File: src/rtl/sensor_pwr_seq_pkg.sv
// Shared types for the sensor rail power sequencer.
// Latency: n/a (types and helper function only).
// Backpressure: n/a.
//
// The index width depends on the NUM_RAILS parameter of the top module,
// which a package cannot see, so it is provided as a helper function that
// the top evaluates into its own localparam IDX_W.
package sensor_pwr_seq_pkg;

    typedef enum logic [2:0] {
        ST_OFF       = 3'd0,
        ST_UP_WAIT   = 3'd1,
        ST_ON        = 3'd2,
        ST_DOWN_WAIT = 3'd3,
        ST_FAULT     = 3'd4
    } pwr_state_e;

    // $clog2(n), but never less than 1 so a single-rail build still has a
    // legal index vector.
    function automatic int calc_idx_w(input int n);
        return (n > 1) ? $clog2(n) : 1;
    endfunction

endpackage

File: src/rtl/pwr_seq_timer.sv
// Loadable down-counter that paces the sequencer steps.
// Latency: expire is combinational from the count; count updates on aclk.
// Backpressure: none; load always wins over a same-cycle expiry.
//
// Ports: load/load_val start a new interval (0 is clamped to 1), rearm lets
// an expiring interval immediately restart with load_val, expire is high in
// the cycle whose edge takes the count from 1 to 0.
module pwr_seq_timer #(
    parameter int CNT_W = 24
) (
    input  logic             aclk,
    input  logic             aresetn,
    input  logic             load,
    input  logic             rearm,
    input  logic [CNT_W-1:0] load_val,
    output logic             expire
);

    logic [CNT_W-1:0] cnt_q, cnt_d;
    logic [CNT_W-1:0] load_clamped;

    // rearm is a separate input instead of the FSM pulsing load on expiry:
    // expire is defined as masked by load, so driving load from expire
    // would form a combinational loop.
    always_comb begin
        load_clamped = (load_val == '0) ? CNT_W'(1) : load_val;
        expire       = (cnt_q == CNT_W'(1)) && !load;
        cnt_d        = cnt_q;
        if (load || (expire && rearm)) begin
            cnt_d = load_clamped;
        end else if (cnt_q != '0) begin
            cnt_d = cnt_q - CNT_W'(1);
        end
    end

    always_ff @(posedge aclk or negedge aresetn) begin
        if (!aresetn) begin
            cnt_q <= '0;
        end else begin
            cnt_q <= cnt_d;
        end
    end

endmodule

File: src/rtl/sensor_pwr_seq.sv
// Sensor supply rail sequencer: rails up in ascending order, down in descending order, D=max(step_delay,1) cycles apart.
// Latency: all outputs registered; rail 0 enables on the edge that samples up_req=1, ready D cycles after the last rail.
// Backpressure: none; up_req is a level, ignored while powering down, and a power-up only starts from OFF.
//
// Ports: aclk/aresetn clock and async active-low reset; up_req rail request
// level; step_delay cycles between steps; rail_ena pin levels (rail_on XOR
// ACTIVE_LOW_MASK); rail_on logical state (thermometer code); busy while
// sequencing; ready when fully up; fault sticky pgood fault.
// Optional macro SENSOR_PWR_SEQ_PGOOD_MONITOR_EN adds pgood/fault_clr ports
// and the FAULT state; without it fault is tied 0.
module sensor_pwr_seq
    import sensor_pwr_seq_pkg::*;
#(
    parameter int                   NUM_RAILS       = 4,   // 1..16
    parameter int                   CNT_W           = 24,
    parameter logic [NUM_RAILS-1:0] ACTIVE_LOW_MASK = NUM_RAILS'(4'b1000)
) (
    input  logic                 aclk,
    input  logic                 aresetn,
    input  logic                 up_req,
    input  logic [CNT_W-1:0]     step_delay,
    output logic [NUM_RAILS-1:0] rail_ena,
    output logic [NUM_RAILS-1:0] rail_on,
    output logic                 busy,
    output logic                 ready,
    output logic                 fault
`ifdef SENSOR_PWR_SEQ_PGOOD_MONITOR_EN
    ,
    input  logic [NUM_RAILS-1:0] pgood,
    input  logic                 fault_clr
`endif
);

    localparam int             IDX_W    = calc_idx_w(NUM_RAILS);
    localparam logic [IDX_W-1:0] LAST_IDX = IDX_W'(NUM_RAILS - 1);

    pwr_state_e           state_q, state_d;
    logic [IDX_W-1:0]     idx_q, idx_d;
    logic [NUM_RAILS-1:0] rail_on_q, rail_on_d;
    logic [NUM_RAILS-1:0] rail_ena_q;
    logic                 busy_q, busy_d;
    logic                 ready_q, ready_d;
    logic                 tmr_load, tmr_rearm, tmr_expire;
    logic                 go_fault;
    logic                 rail_pg_ok;   // power-good of the rail whose delay is expiring
    logic                 on_pg_fault;  // sustained power loss while fully on

`ifdef SENSOR_PWR_SEQ_PGOOD_MONITOR_EN
    logic [NUM_RAILS-1:0] pgood_meta_q, pgood_sync_q;
    logic                 pg_low_q, pg_low_d;
    logic                 fault_q, fault_d;

    assign rail_pg_ok  = pgood_sync_q[idx_q];
    // pg_low_q remembers a low pgood seen in the previous ON cycle, so a
    // second consecutive low cycle trips the fault.
    assign pg_low_d    = (state_q == ST_ON) && !(&pgood_sync_q);
    assign on_pg_fault = (state_q == ST_ON) && pg_low_q && !(&pgood_sync_q);

    always_comb begin
        fault_d = fault_q;
        if (go_fault) begin
            fault_d = 1'b1;
        end else if ((state_q == ST_FAULT) && fault_clr && !up_req) begin
            fault_d = 1'b0;
        end
    end

    always_ff @(posedge aclk or negedge aresetn) begin
        if (!aresetn) begin
            pgood_meta_q <= '0;
            pgood_sync_q <= '0;
            pg_low_q     <= 1'b0;
            fault_q      <= 1'b0;
        end else begin
            pgood_meta_q <= pgood;
            pgood_sync_q <= pgood_meta_q;
            pg_low_q     <= pg_low_d;
            fault_q      <= fault_d;
        end
    end

    assign fault = fault_q;
`else
    assign rail_pg_ok  = 1'b1;
    assign on_pg_fault = 1'b0;
    assign fault       = 1'b0;
`endif

    pwr_seq_timer #(.CNT_W(CNT_W)) u_timer (
        .aclk     (aclk),
        .aresetn  (aresetn),
        .load     (tmr_load),
        .rearm    (tmr_rearm),
        .load_val (step_delay),
        .expire   (tmr_expire)
    );

    always_comb begin
        state_d   = state_q;
        idx_d     = idx_q;
        rail_on_d = rail_on_q;
        ready_d   = ready_q;
        tmr_load  = 1'b0;
        tmr_rearm = 1'b0;
        go_fault  = 1'b0;

        case (state_q)
            ST_OFF: begin
                if (up_req) begin
                    rail_on_d[0] = 1'b1;
                    idx_d        = '0;
                    tmr_load     = 1'b1;
                    state_d      = ST_UP_WAIT;
                end
            end
            ST_UP_WAIT: begin
                tmr_rearm = (idx_q != LAST_IDX);
                // Abort is checked first so a same-edge expiry never enables
                // another rail.
                if (!up_req) begin
                    rail_on_d[idx_q] = 1'b0;
                    tmr_load         = 1'b1;
                    state_d          = ST_DOWN_WAIT;
                end else if (tmr_expire) begin
                    if (!rail_pg_ok) begin
                        go_fault = 1'b1;
                    end else if (idx_q != LAST_IDX) begin
                        idx_d            = idx_q + IDX_W'(1);
                        rail_on_d[idx_d] = 1'b1;
                    end else begin
                        ready_d = 1'b1;
                        state_d = ST_ON;
                    end
                end
            end
            ST_ON: begin
                if (on_pg_fault) begin
                    go_fault = 1'b1;
                end else if (!up_req) begin
                    ready_d             = 1'b0;
                    rail_on_d[LAST_IDX] = 1'b0;
                    idx_d               = LAST_IDX;
                    tmr_load            = 1'b1;
                    state_d             = ST_DOWN_WAIT;
                end
            end
            ST_DOWN_WAIT: begin
                tmr_rearm = (idx_q != '0);
                if (tmr_expire) begin
                    if (idx_q != '0) begin
                        idx_d            = idx_q - IDX_W'(1);
                        rail_on_d[idx_d] = 1'b0;
                    end else begin
                        state_d = ST_OFF;
                    end
                end
            end
`ifdef SENSOR_PWR_SEQ_PGOOD_MONITOR_EN
            ST_FAULT: begin
                if (fault_clr && !up_req) begin
                    state_d = ST_OFF;
                end
            end
`endif
            default: begin
                state_d   = ST_OFF;
                rail_on_d = '0;
                ready_d   = 1'b0;
            end
        endcase

        // All rails drop together on a fault rather than sequencing down.
        if (go_fault) begin
            state_d   = ST_FAULT;
            rail_on_d = '0;
            ready_d   = 1'b0;
        end

        busy_d = (state_d == ST_UP_WAIT) || (state_d == ST_DOWN_WAIT);
    end

    always_ff @(posedge aclk or negedge aresetn) begin
        if (!aresetn) begin
            state_q    <= ST_OFF;
            idx_q      <= '0;
            rail_on_q  <= '0;
            rail_ena_q <= ACTIVE_LOW_MASK;
            busy_q     <= 1'b0;
            ready_q    <= 1'b0;
        end else begin
            state_q    <= state_d;
            idx_q      <= idx_d;
            rail_on_q  <= rail_on_d;
            rail_ena_q <= rail_on_d ^ ACTIVE_LOW_MASK;
            busy_q     <= busy_d;
            ready_q    <= ready_d;
        end
    end

    assign rail_on  = rail_on_q;
    assign rail_ena = rail_ena_q;
    assign busy     = busy_q;
    assign ready    = ready_q;

endmodule

File: config.mk
export PLATFORM = sky130hd
export DESIGN_NAME = sensor_pwr_seq
export DESIGN_NICKNAME = d
export VERILOG_FILES = /design/src/rtl/sensor_pwr_seq_pkg.sv /design/src/rtl/pwr_seq_timer.sv /design/src/rtl/sensor_pwr_seq.sv
export SDC_FILE = /design/constraint.sdc
export NUM_CORES = 1
export LEC_CHECK = 0
export BUFFER_PORTS_ARGS = -buffer_cell sky130_fd_sc_hd__buf_2
export CORE_MARGIN = 2
export CORE_UTILIZATION = 50
export DETAILED_ROUTE_END_ITERATION = 10
export PLACE_DENSITY = 0.74
export SYNTH_ARGS = -nofsm -noshare
export SYNTH_HDL_FRONTEND = slang
export SYNTH_SLANG_ARGS = --single-unit
export TNS_END_PERCENT = 30
File: constraint.sdc
create_clock -name aclk -period 2.2 [get_ports aclk]
set_input_delay 0 -clock aclk [delete_from_list [all_inputs] [get_ports aclk]]
set_output_delay 0 -clock aclk [all_outputs]
set_load 0.01 [all_outputs]
==> results.toml <==
[critical_path]
arrival_ns = 2.33
cp.required_ns = 2.39
r2r_slack_ns = 0.06
critPathLaunchType = "register"
cp_max_fo = 7
path_class = "reg -> reg"
end_kind = "register"

[layout]
area_delta_synth_final_pct = 20.08
mostFrequentLayoutCell = "buf_2"
design_area_um2 = 3045
layout-drive-gt1-share_pct = 33.75
n_antenna_cell = 0
final_nets = 350
instances_no_fill = 384
layout_common_cells = "buf_2, dfrtp_1, nor2_1"

[yosys]
ys_seq_elements = 36
synth_seq_area_share_pct = 35.57
netlist_instances = 263
ys_types = 55
synth_area_um2 = 2536
ys.flop_type = "dfrtp_1"
async_flop_share_pct = 100.0
yosys_warnings = 0
synth.avg_cell_area_um2 = 9.643
synth_edf_count = 0

[detailed_routing]
wl_per_cell_um = 15.29
wirelength_mm = 5.871
drtIter0Drc = 153
vias_per_cell = 5.661
dr.pass1.iters = 4
detail_route.drc_violations = 0
antenna_left = 0
vias = 2174

[timing]
tightest_slew_ns = 0.8243
finalCriticalPeriod_ns = 2.140
max_freq_mhz = 467.4
finClkSkew_ns = 0.008628
finalCritPeriodShare_pct = 97.26
timing.final.hold_violations = 0
maxSlewViolCount = 0
fin_hold_ws_ns = 0.02020
slew_headroom_pct = 45.04
tns_ns = 0
setup_viol = 0

[pwr]
leakage_nw = 1.236
vdd_drop_max_uv = 466.8
powerDensity_nw_per_um2 = 845.9
power_mw = 2.576

[run]
maxCapViolCount = 0

[placed_design]
dp_hpwl_mm = 4.217
gp_congestion = 0.8723
placed_cells = 374
portBuffers = 36
placedInstanceArea_um2 = 2882

[floorplanning]
core_area_um2 = 4817
ios = 38
die_area_um2 = 5658
core.rowCount = 25
die_y_um = 75.22
start_util_pct = 52.65
die_w_um = 75.22

[global_routing]
grt_usage_pct = 22.16
antenna_found_initial = 0
grt_max_degree = 37
grt_pass1_wl_mm = 9.487
grt_overflow = 0
first_global_vias = 2027

[cts]
clk_pin_slew_ns = 0.08
cts_root_buffer = "clkbuf_8"
cts_buffer_depth = 2
clock_latency_ns = 0.29
cts_tree = "built"
cts_buffers = 5
h-tree-depth = 2
cts_sinks = 36

[status]
status = "complete, no violations"

[hold_path]
hold_path_class = "in -> reg"
-- area by class of cell --
class,instances,area [um^2]
Timing Repair Buffer,63,395.4
Inverter,9,33.78
Fill cell,418,1772
Sequential cell,36,902.1
Clock buffer,6,72.57
Tap cell,67,83.83
Multi-Input combinational cell,201,1523
Clock inverter,2,35.03
-- cell usage after synthesis (3+ instances only) --
| library cell | n | area [um^2] |
|---|---|---|
| a31oi_1 | 6 | 37.54 |
| nor4_1 | 7 | 43.79 |
| and3_1 | 3 | 18.77 |
| nor2_1 | 33 | 123.9 |
| nand3_1 | 5 | 25.02 |
| dfrtp_1 | 35 | 875.8 |
| a211oi_2 | 20 | 250.2 |
| inv_1 | 9 | 33.78 |
| xnor2_1 | 18 | 157.7 |
| mux2i_1 | 3 | 30.03 |
| a21oi_1 | 5 | 25.02 |
| and4_1 | 4 | 35.03 |
| nor2b_1 | 6 | 37.54 |
| nor4_2 | 3 | 37.54 |
| or3_1 | 4 | 25.02 |
| or4_4 | 4 | 45.04 |
| clkbuf_1 | 4 | 15.01 |
| nor3_1 | 12 | 60.06 |
| buf_2 | 5 | 25.02 |
| nand2_1 | 13 | 48.80 |
| buf_6 | 3 | 33.78 |
| buf_4 | 6 | 45.04 |
| ha_1 | 7 | 87.58 |
| o21ai_0 | 9 | 45.04 |
-- per-layer routing --
layer  wire (um)  track usage [%]  part of all wire (%)
met3         294            4.953                   5.0
met2        2738            34.70                    47
met5           0                0                     0
met4          68            6.043                   1.2
met1        2769            31.10                    47
-- sequential cells by signal, indices dropped and copies added, names as in the netlist --
register       cells
ready              1
rail_ena           4
u_timer.cnt_q     24
idx_q              2
rail_on            1
state_q            3
busy               1
-- timing repair --
action                                 in CTS  in global routing
endpoints found under the hold margin      36                  0
resized for setup                           0                  8
hold buffers                                2                  0
setup buffers                               0                  0
setup endpoints to repair                   0                 20
-- per-stage QoR --
stage / setup slack, ns / util (%)
2_1_floorplan: 0.1118 / -
3_3_place_gp: 0.07362 / 59.82
3_5_place_dp: 0.06387 / 59.82
4_1_cts: 0.04290 / 62.47
5_1_grt: -0.05818 / 63.22
6_report: 0.06035 / 63.22
-- worst paths after layout --
kind,depth (start not counted),endpoint,from
min reg2reg,2,rail_ena[1]$_DFF_PN0_,rail_ena[1]$_DFF_PN0_
min,3,u_timer.cnt_q[5]$_DFFE_PN0P_,step_delay[5]
max,6,rail_ena[2]$_DFF_PN0_,u_timer.cnt_q[23]$_DFFE_PN0P_
max reg2reg,6,rail_ena[2]$_DFF_PN0_,u_timer.cnt_q[23]$_DFFE_PN0P_
max in group asynchronous,2,u_timer.cnt_q[16]$_DFFE_PN0P_,aresetn
min in group asynchronous,2,idx_q[1]$_DFFE_PN0P_,aresetn
-- critical path: stages, from the launching register on --
cell and delay [ns]:
dfrtp_1 0.41, or4_4 0.55, nor4_4 0.27, buf_6 0.17, and4_2 0.28, o211ai_1 0.11, a22o_1 0.23
-- logic make-up (layout without fill, tap and decap cells) --
family / count (synthesis) / after routing / share of synthesized area [%]
other cells: 1 / 2 / 0.1479
flops: 36 / 36 / 35.57
fa+ha+maj: 7 / 7 / 3.453
compound gates: 63 / 63 / 22.45
mux: 3 / 3 / 1.184
buf+inv: 27 / 80 / 6.018
simple gates: 106 / 106 / 24.27
xor+xnor: 20 / 20 / 6.907
-- report_power, final --
part           internal, mW  switching, mW
registers             0.834          0.178
clock network         0.336          0.245
logic                 0.486          0.496
Note: power is estimated with default switching activity, not from simulation.
